File: src/rtl/serial_subtractor.sv
// Bit-serial WIDTH-bit subtractor: one full-subtractor cell plus a borrow flop, diff = a - b - bin, LSB first.
// Latency: start accepted at edge 0 -> done pulse (with diff/bout/ovf valid) during cycle WIDTH+1.
// Backpressure: none; start is only sampled in IDLE, requests while busy are dropped (not queued).
//
// Ports: clk, rst_n (synchronous, active-low), start, a/b/bin (captured on accepted start),
//        busy (SHIFT or DONE), done (one-cycle pulse), diff/bout/ovf (held until next done).
// Optional feature macro: SERIAL_SUB_OVF_EN -- when defined, ovf is a two's-complement
//        overflow flag; when undefined, ovf is tied to 0 and no MSB capture flops exist.
module serial_subtractor #(
  parameter int WIDTH = 8
) (
  input  logic             clk,
  input  logic             rst_n,
  input  logic             start,
  input  logic [WIDTH-1:0] a,
  input  logic [WIDTH-1:0] b,
  input  logic             bin,
  output logic             busy,
  output logic             done,
  output logic [WIDTH-1:0] diff,
  output logic             bout,
  output logic             ovf
);

  localparam int CW = (WIDTH > 2) ? $clog2(WIDTH) : 1;

  typedef enum logic [1:0] {
    S_IDLE  = 2'd0,
    S_SHIFT = 2'd1,
    S_DONE  = 2'd2
  } state_t;

  state_t           state_q, state_d;
  logic [WIDTH-1:0] a_sr_q, a_sr_d;
  logic [WIDTH-1:0] b_sr_q, b_sr_d;
  logic [WIDTH-1:0] res_sr_q, res_sr_d;
  logic [CW-1:0]    cnt_q, cnt_d;
  logic             br_q, br_d;
  logic             busy_q, busy_d;
  logic             done_q, done_d;
  logic [WIDTH-1:0] diff_q, diff_d;
  logic             bout_q, bout_d;

`ifdef SERIAL_SUB_OVF_EN
  logic             a_msb_q, a_msb_d;
  logic             b_msb_q, b_msb_d;
  logic             ovf_q, ovf_d;
`endif

  // Full-subtractor cell operating on the current LSBs.
  logic             d_bit;
  logic             br_nxt;
  logic [WIDTH-1:0] res_shift;
  logic             last_bit;

  always_comb begin
    d_bit     = a_sr_q[0] ^ b_sr_q[0] ^ br_q;
    br_nxt    = (~a_sr_q[0] & b_sr_q[0]) | (~a_sr_q[0] & br_q) | (b_sr_q[0] & br_q);
    res_shift = {d_bit, res_sr_q[WIDTH-1:1]};
    last_bit  = (cnt_q == CW'(WIDTH - 1));
  end

  always_comb begin
    state_d  = state_q;
    a_sr_d   = a_sr_q;
    b_sr_d   = b_sr_q;
    res_sr_d = res_sr_q;
    cnt_d    = cnt_q;
    br_d     = br_q;
    busy_d   = busy_q;
    done_d   = 1'b0;
    diff_d   = diff_q;
    bout_d   = bout_q;
`ifdef SERIAL_SUB_OVF_EN
    a_msb_d  = a_msb_q;
    b_msb_d  = b_msb_q;
    ovf_d    = ovf_q;
`endif

    unique case (state_q)
      S_IDLE: begin
        if (start) begin
          a_sr_d  = a;
          b_sr_d  = b;
          br_d    = bin;
          cnt_d   = '0;
          busy_d  = 1'b1;
          state_d = S_SHIFT;
`ifdef SERIAL_SUB_OVF_EN
          a_msb_d = a[WIDTH-1];
          b_msb_d = b[WIDTH-1];
`endif
        end
      end

      S_SHIFT: begin
        a_sr_d   = a_sr_q >> 1;
        b_sr_d   = b_sr_q >> 1;
        res_sr_d = res_shift;
        br_d     = br_nxt;
        cnt_d    = cnt_q + 1'b1;
        if (last_bit) begin
          // Outputs are registered, so the result is loaded on the edge that
          // enters DONE; done and diff/bout/ovf are then all visible during DONE.
          cnt_d   = '0;
          state_d = S_DONE;
          done_d  = 1'b1;
          diff_d  = res_shift;
          bout_d  = br_nxt;
`ifdef SERIAL_SUB_OVF_EN
          // d_bit on the last step is the result MSB.
          ovf_d   = (a_msb_q ^ b_msb_q) & (a_msb_q ^ d_bit);
`endif
        end
      end

      S_DONE: begin
        busy_d  = 1'b0;
        state_d = S_IDLE;
      end

      default: begin
        busy_d  = 1'b0;
        state_d = S_IDLE;
      end
    endcase
  end

  always_ff @(posedge clk) begin
    if (!rst_n) begin
      state_q  <= S_IDLE;
      a_sr_q   <= '0;
      b_sr_q   <= '0;
      res_sr_q <= '0;
      cnt_q    <= '0;
      br_q     <= 1'b0;
      busy_q   <= 1'b0;
      done_q   <= 1'b0;
      diff_q   <= '0;
      bout_q   <= 1'b0;
`ifdef SERIAL_SUB_OVF_EN
      a_msb_q  <= 1'b0;
      b_msb_q  <= 1'b0;
      ovf_q    <= 1'b0;
`endif
    end else begin
      state_q  <= state_d;
      a_sr_q   <= a_sr_d;
      b_sr_q   <= b_sr_d;
      res_sr_q <= res_sr_d;
      cnt_q    <= cnt_d;
      br_q     <= br_d;
      busy_q   <= busy_d;
      done_q   <= done_d;
      diff_q   <= diff_d;
      bout_q   <= bout_d;
`ifdef SERIAL_SUB_OVF_EN
      a_msb_q  <= a_msb_d;
      b_msb_q  <= b_msb_d;
      ovf_q    <= ovf_d;
`endif
    end
  end

  assign busy = busy_q;
  assign done = done_q;
  assign diff = diff_q;
  assign bout = bout_q;
`ifdef SERIAL_SUB_OVF_EN
  assign ovf  = ovf_q;
`else
  assign ovf  = 1'b0;
`endif

endmodule

File: config.mk
export PLATFORM = sky130hd
export DESIGN_NAME = serial_subtractor
export DESIGN_NICKNAME = d
export VERILOG_FILES = /design/src/rtl/serial_subtractor.sv
export SDC_FILE = /design/constraint.sdc
export NUM_CORES = 1
export LEC_CHECK = 0
export ABC_AREA = 0
export CORE_UTILIZATION = 50
export DETAILED_ROUTE_END_ITERATION = 8
export PLACE_DENSITY = 0.74
export SYNTH_ARGS = -nofsm -noshare
export SYNTH_HDL_FRONTEND = slang
export SYNTH_SLANG_ARGS = --single-unit
File: constraint.sdc
create_clock -name clk -period 1.5 [get_ports clk]
set_input_delay 0.3 -clock clk [delete_from_list [all_inputs] [get_ports clk]]
set_output_delay 0.3 -clock clk [all_outputs]
set_load 0.01 [all_outputs]
==> results.yml <==
global_route:
  grt_pass1_vias: 1143
  grt_max_degree: 22
  grtUsageTotal: 0.199
  antenna_found_initial: 0
  grt_first_pass_wirelength_um: 5120
  grt_overflow: 0
power_and_ir_drop:
  p_seq_frac: 0.583
  switchingPower_w: 0.000473
  p_comb_frac: 0.139
  p_int_w: 0.00150
  power_w: 0.00198
  p_leak_nw: 0.806
  ir_worst_vdd_uv: 786
  switching_share: 0.239
  power_density_mw_per_mm2: 979
  p_clk_frac: 0.278
logic_synthesis:
  synth_seq_area_share: 0.504
  synth_edf_count: 0
  yosysWarnings: 0
  ys_ff_latch: 40
  synth_top_area_frac: 0.504
  ys_types: 29
  synthesis.area_mm2: 0.00159
  syn_area_per_cell_um2: 9.70
  synth_cells: 164
  synth_top_flop_cell: "dfxtp_1"
  yosysMostFrequentCell: "dfxtp_1"
  synth_area_leader_cell: "dfxtp_1"
  synthArstFlopShare: 0
  synthTopCellsByCount: "dfxtp_1, nand2_1, a21oi_1"
  synthTopCellsByArea: "dfxtp_1, o221a_1, o21a_1, a21oi_1, nand2_1"
  syn-num-nets: 187
finish:
  final_nets: 221
  drive_gt1_frac: 0.116
  diodes: 0
  n_fill_cell: 255
  final_cells: 243
  finish.utilization: 0.667
  area_growth_pct: 26.9
sta:
  skew_ps: 2.87
  whs_ps: 457
  rsz0062_at_grt: "no"
  setup_ws_ps: 80.8
  fin_crit_sh: 0.946
  finalHoldViolations: 0
  max_freq_mhz: 705
  maxSlewHeadroom: 0.632
  min_period_ps: 1420
  slew_violations: 0
  setup_viol: 0
  worst_pin_slew_ps: 552
placed_design:
  place.gp.congestion: 0.768
  port_buffers: 30
  dp_cells: 234
  post-dp-hpwl_um: 2140
  pre_cts_slack_ps: -447
floorplanning:
  core_mm2: 0.00303
  die_x_um: 58.4
  dieHeight_um: 58.4
  pin_count: 32
  rows: 20
  start_util: 0.525
  dieArea_mm2: 0.00341
detailed_routing:
  wl_per_cell_um: 12.3
  vias_per_cell: 5.26
  drt_wl_total_um: 3000
  drtIter0Drc: 64
  drt_drc_violations_left: 0
  drt_first_pass_iters: 4
  ant_nets: 0
  via_count: 1278
critical_path:
  crit_chain: "clkdlybuf4s50_1 -> nand2b_4 -> or2_1 -> o221a_2"
  worst_path_max_delay_cell: "clkdlybuf4s50_1"
  crit_required_ps: 1730
  startpoint_type: "input pin"
  crit_start: "start"
  cpPeakStageDelay_ps: 560
  timing.rr.start: "state_q[0]$_SDFFE_PN0P_"
  crit_type: "in2reg"
  setup.worst_path.end_class: "flop"
  crit_fanout: 14
  cp.arrival_ps: 1650
  reg2reg_setup_slack_ps: 130
clock_tree:
  cts_tree: "done"
  numCtsBuffers: 5
  cts_max_level: 2
  cts.sinks: 40
  clkLatencyLatePin_ps: 330
  postCtsHoldBufs: 0
  cts_max_path_buffers: 2
  cts.clk_slew.worst_paths_ps: 110
  root_buffer: "clkbuf_4"
min_path:
  hp-class: "reg2reg"
  holdCritStartpoint: "diff[5]$_SDFFE_PN0P_"
status:
  status: "finished, final reports clean"
run:
  drv_cap: 0
## registers in the layout, summed over array words and instances, names as in the netlist
name,count
br_q,1
done,1
b_sr_q,8
cnt_q,3
busy,1
bout,1
diff,8
state_q,2
res_sr_q,7
a_sr_q,8
## layout make-up
class / instances / area [um^2] / share of cell area
Sequential cell: 40 / 801 / 0.397
Multi-Input combinational cell: 106 / 691 / 0.342
Timing Repair Buffer: 41 / 398 / 0.197
Clock buffer: 8 / 58.8 / 0.0291
Inverter: 4 / 15.0 / 0.00744
Tap cell: 44 / 55.1 / 0.0273
## worst max-delay path: cells and delay by family
family | cells | cell delay (ps)
buffers and inverters | 1 | 560
AND/OR/NAND/NOR | 2 | 450
AO/OA/AOI/OAI | 1 | 340
## power by group through the flow
stage          clock network, W  registers, W  logic [W]
2_1_floorplan                 0       0.00117   0.000180
3_3_place_gp                  0       0.00117   0.000268
3_5_place_dp                  0       0.00118   0.000275
4_1_cts                0.000574       0.00115   0.000276
5_1_grt                0.000622       0.00116   0.000304
6_report               0.000550       0.00115   0.000274
## cells in the final DEF, fill, tap and decap left out, types with 2 or more instances in the layout
master,instances
a21oi_1,17
a22oi_1,5
buf_12,2
buf_4,9
clkbuf_1,2
clkbuf_4,5
clkdlybuf4s50_1,19
dfxtp_1,40
dlygate4sd2_1,10
ha_1,2
inv_1,4
nand2_1,20
nand2b_1,3
nand3_1,8
nor2_1,10
o21a_1,14
o221a_1,10
o221a_2,4
## per-stage QoR
stage / TNS, ps / area (um^2)
6_report: 0 / 2020
3_3_place_gp: -5980 / 1960
4_1_cts: 0 / 2010
5_1_grt: 0 / 2020
2_1_floorplan: 0 / 1590
3_5_place_dp: -6200 / 1960
## repair_timing
action,CTS,global route
endpoints found under the setup margin,24,9
pin swaps,0,0
buffers inserted,0,1
gates resized for setup,11,1
## worst paths after layout
kind	endpoint	cells past startpoint
max	a_sr_q[2]$_SDFFE_PN0P_	4
min	diff[5]$_SDFFE_PN0P_	2
max reg2reg	a_sr_q[2]$_SDFFE_PN0P_	3
min reg2reg	diff[5]$_SDFFE_PN0P_	2
## metal layers
layer / up-vias / global-route usage / routed length (um)
met3: 2 / 0.0637 / 190
li1: 651 / - / -
met1: 589 / 0.263 / 1420
met4: 0 / 0.0714 / 19
met2: 36 / 0.307 / 1370
met5: - / 0 / 0
## cells by family (layout without fill, tap and decap cells)
| family | after synthesis | in the layout | share of synthesized area |
|---|---|---|---|
| other | 1 | 1 | 0.00236 |
| flip-flops | 40 | 40 | 0.504 |
| buffers and inverters | 18 | 53 | 0.0637 |
| AND/OR/NAND/NOR | 47 | 47 | 0.136 |
| AO/OA/AOI/OAI | 55 | 55 | 0.266 |
| adder cells (fa/ha/maj) | 3 | 3 | 0.0283 |
Power figures use the tool's default switching activity.
==> RTL change 1 (config.mk and constraints unchanged) <==
Take the reset off `a_sr_q`, `b_sr_q` and `res_sr_q` and load them in a clocked block of their own.
--- a/src/rtl/serial_subtractor.sv
+++ b/src/rtl/serial_subtractor.sv
@@ -130,7 +130,4 @@
     if (!rst_n) begin
       state_q  <= S_IDLE;
-      a_sr_q   <= '0;
-      b_sr_q   <= '0;
-      res_sr_q <= '0;
       cnt_q    <= '0;
       br_q     <= 1'b0;
@@ -146,7 +143,4 @@
     end else begin
       state_q  <= state_d;
-      a_sr_q   <= a_sr_d;
-      b_sr_q   <= b_sr_d;
-      res_sr_q <= res_sr_d;
       cnt_q    <= cnt_d;
       br_q     <= br_d;
@@ -163,4 +157,10 @@
   end
 
+  always_ff @(posedge clk) begin
+    a_sr_q   <= a_sr_d;
+    b_sr_q   <= b_sr_d;
+    res_sr_q <= res_sr_d;
+  end
+
   assign busy = busy_q;
   assign done = done_q;
Check against the original RTL: no difference found for any inputs over 10 cycles, from zero or initial values and one cycle with rst_n low; that may be too few to reach the edited logic, so the function may still have changed.
==> RTL change 1 against the unedited design <==
- routed wire length decreased by 18%
- clock power increased by 2%
- register-to-register slack improved by 20 ps
- sequential cell count unchanged
- critical path depth unchanged
- total power increased by 2.7%
- cell area decreased by 1.5%
- sequential share of layout area increased by 12 points
- setup slack improved by 65 ps
- synthesized area increased by 1.7%
- clock skew increased by 6.4 ps
- largest cell class unchanged
- largest power group unchanged
==> RTL change 1: results (changes against the unedited design) <==
** Timing
- Max Clock Skew :: 9.26 ps (was 2.87 ps)
- The maximum clock frequency came to 739 MHz (was 705 MHz).

** Pwr
- Cell leakage power :: 0.895 nW (was 0.806 nW)
- Net switching power :: 0.455 mW (was 0.473 mW)
- The maximum vdd drop is 0.582 mV (was 0.786 mV).

** Yosys
- The most used flip-flop cell after synthesis is sky130_fd_sc_hd__edfxtp_1 (was sky130_fd_sc_hd__dfxtp_1).
- Mapped Nets :: 175 (was 187)
- Cell types with the largest area share after synthesis: sky130_fd_sc_hd__edfxtp_1 43%, sky130_fd_sc_hd__dfxtp_1 21%, sky130_fd_sc_hd__nand2_1 13% (was sky130_fd_sc_hd__dfxtp_1 50%, sky130_fd_sc_hd__o221a_1 7.1%, sky130_fd_sc_hd__o21a_1 6.6%).
- Part of the Yosys area used for sequential elements :: 63.7% (was 50.4%)
- The number of synthesized flops with an enable pin came to 23 (was 0).

** Drt
- Post-detailed-route wirelength per cell :: 10.8 um (was 12.3 um)
- The detailed-route via count was 1111 (was 1278).
- Met3 layer wire length in the routed design :: 151 um (was 190 um)

** Cells and area
- Ratio of cells with drive above 1 in the final layout :: 8.15% (was 11.6%)
- The number of nets in the layout is 206 (was 221).

** Placed design
- The instance area at placement came to 1940 um^2 (was 1960 um^2).
- Worst slack at placement :: 6.59 ps (was -447 ps)
- Final HPWL DP :: 1.72 mm (was 2.14 mm)
- The placer's final routability congestion estimate is 0.713 (was 0.768).

** Worst setup path
- CP peak stage delay :: 340 ps (was 560 ps)
- The kind of cell adding the most delay to the critical path was adder cells (was buffers and inverters).
- The biggest fanout along the worst timing path came to 12 (was 14).
- The cell with the largest stage delay on the worst path is sky130_fd_sc_hd__dfxtp_1 (was sky130_fd_sc_hd__clkdlybuf4s50_1).
- The setup slack on the worst flop-to-flop path came to 150 ps (was 130 ps).

** GRT
- Largest net degree at the start of global routing :: 25 (was 22)
- The combined global-route utilization of all metal layers came to 16.9% (was 19.9%).
- The global-route wire length before repair was 4.33 mm (was 5.12 mm).
- Number of global-route vias before repair :: 989 (was 1143)

** Outcome
- Run status: finished, final reports clean (unchanged).
RTL change 1: power by group through the flow:
stage	Sequential (mW)	Clock, mW	Combinational [mW]
2_1_floorplan	1.29	0	0.128
3_3_place_gp	1.30	0	0.191
3_5_place_dp	1.30	0	0.196
4_1_cts	1.28	0.575	0.195
5_1_grt	1.29	0.630	0.220
6_report	1.28	0.561	0.191
RTL change 1: path summary, 6_finish.rpt:
check | from | end | depth (start not counted)
worst max-delay path | cnt_q[0] | diff[7] | 4
worst min-delay path | diff[6] | diff[6] | 2
worst max register to register | cnt_q[0] | diff[7] | 4
worst min register to register | diff[6] | diff[6] | 2
RTL change 1: layer usage:
layer  vias up  track usage, %
li1        566               -
met1       498            22.1
met2        40            26.1
met3         7            5.93
met4         0            6.12
met5         -               0
RTL change 1: through the flow:
stage | std cells | hold WS [ps] | total power [mW] | util (%)
3_3_place_gp | 220 | 433 | 1.49 | 63.5
4_1_cts | 228 | 458 | 2.05 | 65.0
3_5_place_dp | 220 | 440 | 1.50 | 63.5
5_1_grt | 228 | 476 | 2.14 | 65.1
6_report | 228 | 454 | 2.03 | 65.1
2_1_floorplan | 152 | 426 | 1.42 | -
RTL change 1: layout make-up:
class,count,area [um^2]
Sequential cell,40,1030
Multi-Input combinational cell,99,498
Inverter,4,20.0
Timing Repair Buffer,33,322
Clock buffer,7,55.1
Tap cell,44,55.1
Fill cell,274,1070
Clock inverter,1,6.26
RTL change 1: kinds of logic after synthesis:
family                   after synthesis  synth area share, %
AO/OA/AOI/OAI                          7                 2.71
adder cells (fa/ha/maj)                3                 2.78
buffers and inverters                 13                 5.72
flip-flops                            40                 63.7
other                                  1                0.232
AND/OR/NAND/NOR                       88                 24.8
==> RTL change 2 (config.mk and constraints unchanged) <==
Made on the original files. The parameter `WIDTH` goes from 8 to 4.
--- a/src/rtl/serial_subtractor.sv
+++ b/src/rtl/serial_subtractor.sv
@@ -8,5 +8,5 @@
 //        overflow flag; when undefined, ovf is tied to 0 and no MSB capture flops exist.
 module serial_subtractor #(
-  parameter int WIDTH = 8
+  parameter int WIDTH = 4
 ) (
   input  logic             clk,
Interface: changed (resized a, b and diff); port bits go from 32 to 20. The function was not compared with the original's and may differ.
==> RTL change 2 against the unedited design <==
- via count is 41% lower
- total power is 44% lower
- sequential power is 42% lower
- fmax is 8.8% higher
- non-clock buffer count is 20 lower
- routed wire length is 39% lower
- register-to-register slack better by 70 ps
- synthesized cell count is 40% lower
- die area is 40% lower
- cell area is 42% lower
- sequential cell count is 17 lower
- critical path type is now register to register
- setup slack better by 110 ps
- synthesized area is 41% lower
- count of clock-buffer cells in the layout is 4 lower
==> RTL change 2: results (changes against the unedited design) <==
** Cells and area
- Post-layout nets :: 133 (was 221)
- Count of fill cells added during filler insertion :: 163 (was 255)
- Ratio of cells with drive above 1 in the final layout :: 11.0% (was 11.6%)

** GRT
- First-pass GRT wire length :: 2.95 mm (was 5.12 mm)
- Number of global-route vias before repair :: 664 (was 1143)
- Global Route met1 Usage :: 28.3% (was 26.3%)
- The met3 track demand over resource is 3.60% (was 6.37%).
- Met2 track demand over resource :: 29.6% (was 30.7%)
- GRT Util Overall :: 20.3% (was 19.9%)

** Yosys
- The number of distinct library cells after synthesis was 24 (was 29).
- Most used standard cells in the synthesized netlist: 23 x sky130_fd_sc_hd__dfxtp_1, 10 x sky130_fd_sc_hd__a21oi_1, 10 x sky130_fd_sc_hd__nand2_1, 10 x sky130_fd_sc_hd__nor2_1 (was 40 x sky130_fd_sc_hd__dfxtp_1, 20 x sky130_fd_sc_hd__nand2_1, 17 x sky130_fd_sc_hd__a21oi_1, 14 x sky130_fd_sc_hd__o21a_1, 11 x sky130_fd_sc_hd__nor2_1).
- The synthesized net count is 113 (was 187).
- The sequential-to-total area share from yosys stat came to 49.0% (was 50.4%).
- The mean post-synth cell area was 9.49 um^2 (was 9.70 um^2).
- Cell types with the largest area share after synthesis: sky130_fd_sc_hd__dfxtp_1 49%, sky130_fd_sc_hd__o221a_2 7.2%, sky130_fd_sc_hd__a21oi_1 5.3% (was sky130_fd_sc_hd__dfxtp_1 50%, sky130_fd_sc_hd__o221a_1 7.1%, sky130_fd_sc_hd__o21a_1 6.6%).

** Worst setup path
- Worst-path cell with the longest stage delay :: sky130_fd_sc_hd__fa_1 (was sky130_fd_sc_hd__clkdlybuf4s50_1)
- Setup slack of the worst register-to-register path :: 200 ps (was 130 ps)
- Highest fanout seen on the critical path :: 3 (was 14)
- CP peak stage delay :: 510 ps (was 560 ps)
- Cell depth of the worst flop-to-flop path :: 3 (unchanged)
- The end of the worst register-to-register path was diff[3] (was a_sr_q[2]).

** Drt
- Sum of routed wire length over all layers :: 1.83 mm (was 3.00 mm)

** Hold path
- WHS Endpoint :: diff[1] (was diff[5])
- The start point of the worst hold path is diff[1] (was diff[5]).

** Clock tree
- Skew-Pair Late Insertion Delay :: 310 ps (was 330 ps)
- The buffer count from post-CTS setup fixing is 0 (unchanged).
- Inserted Clock Buffers :: 3 (was 5)
- H-tree levels :: 1 (was 2)

** Timing
- Hold Worst Slack :: 459 ps (was 457 ps)
- Max Clock Skew :: 3.07 ps (was 2.87 ps)

** Placed design
- The placed wire-length estimate came to 1.31 mm (was 2.14 mm).
- Total placed instance area :: 1130 um^2 (was 1960 um^2)
- The total of buffers placed on input and output ports is 18 (was 30).

** Outcome
- Run status: finished, final reports clean (unchanged).

** Pwr
- Highest ir drop seen on vdd :: 0.531 mV (was 0.786 mV)
- The cell leakage power was 0.519 nW (was 0.806 nW).
RTL change 2: cell count changes after synthesis, moves of 2 or more:
cell                       delta
sky130_fd_sc_hd__dfxtp_1     -17
sky130_fd_sc_hd__nand3_1      -3
sky130_fd_sc_hd__buf_2        -3
sky130_fd_sc_hd__o21a_1       -8
sky130_fd_sc_hd__o221a_2      +2
sky130_fd_sc_hd__o221a_1     -10
sky130_fd_sc_hd__clkbuf_1     -3
sky130_fd_sc_hd__nand2_1     -10
sky130_fd_sc_hd__a21oi_1      -7
RTL change 2: how the worst max path moves through the flow:
stage | start | slack [ps] | endpoint | cells after the start
finish | a_sr_q[0] | 200 | diff[3] | 3
global route | cnt_q[0] | 120 | diff[2] | 4
CTS | diff[2] | 2 | diff[2] | 1
detailed placement | start | -50 | a_sr_q[2] | 4
global placement | start | -10 | b_sr_q[0] | 4
floorplan | a_sr_q[0] | 290 | br_q | 4
RTL change 2: where the power goes:
| part | switching [mW] | leakage [nW] | internal (mW) |
|---|---|---|---|
| Clock | 0.183 | 0.0150 | 0.104 |
| Combinational | 0.0743 | 0.315 | 0.0841 |
| Sequential | 0.0250 | 0.188 | 0.644 |
RTL change 2: cells by family after synthesis:
| family | Yosys count | synth area share (%) |
|---|---|---|
| simple gates | 31 | 15.7 |
| flops | 23 | 49.0 |
| other cells | 1 | 0.399 |
| compound gates | 31 | 24.6 |
| fa+ha+maj | 2 | 3.46 |
| buf+inv | 11 | 6.79 |
RTL change 2: through the flow:
step           power [mW]  worst slack (ps)
6_report             1.11               195
5_1_grt              1.17               122
4_1_cts              1.11              1.61
3_5_place_dp        0.843             -54.7
3_3_place_gp        0.839             -10.1
2_1_floorplan       0.789               291
RTL change 2: worst max-delay path: cells and delay by family (launching register included):
family | cells | cell delay (ps)
fa+ha+maj | 1 | 510
flops | 1 | 390
buf+inv | 1 | 80
compound gates | 1 | 250
RTL change 2: final cells by class:
class	instances	area (um^2)	share of cell area (%)
clock buffer	4	26.3	2.26
multi-input combinational	65	415	35.8
timing repair buffer	21	209	18.0
tap	25	31.3	2.69
sequential	23	460	39.7
inverter	5	18.8	1.62
RTL change 2: routing by layer:
metal	up-vias	share of wire [%]	wire (um)
met1	345	53	960
met4	0	2.4	43
met2	20	41	748
met3	4	4.1	74
met5	-	0	0
li1	388	-	-
RTL change 2: repair_timing:
item	CTS	global route
setup endpoints to repair	3	4
gates resized for setup	3	4
cloned	0	0
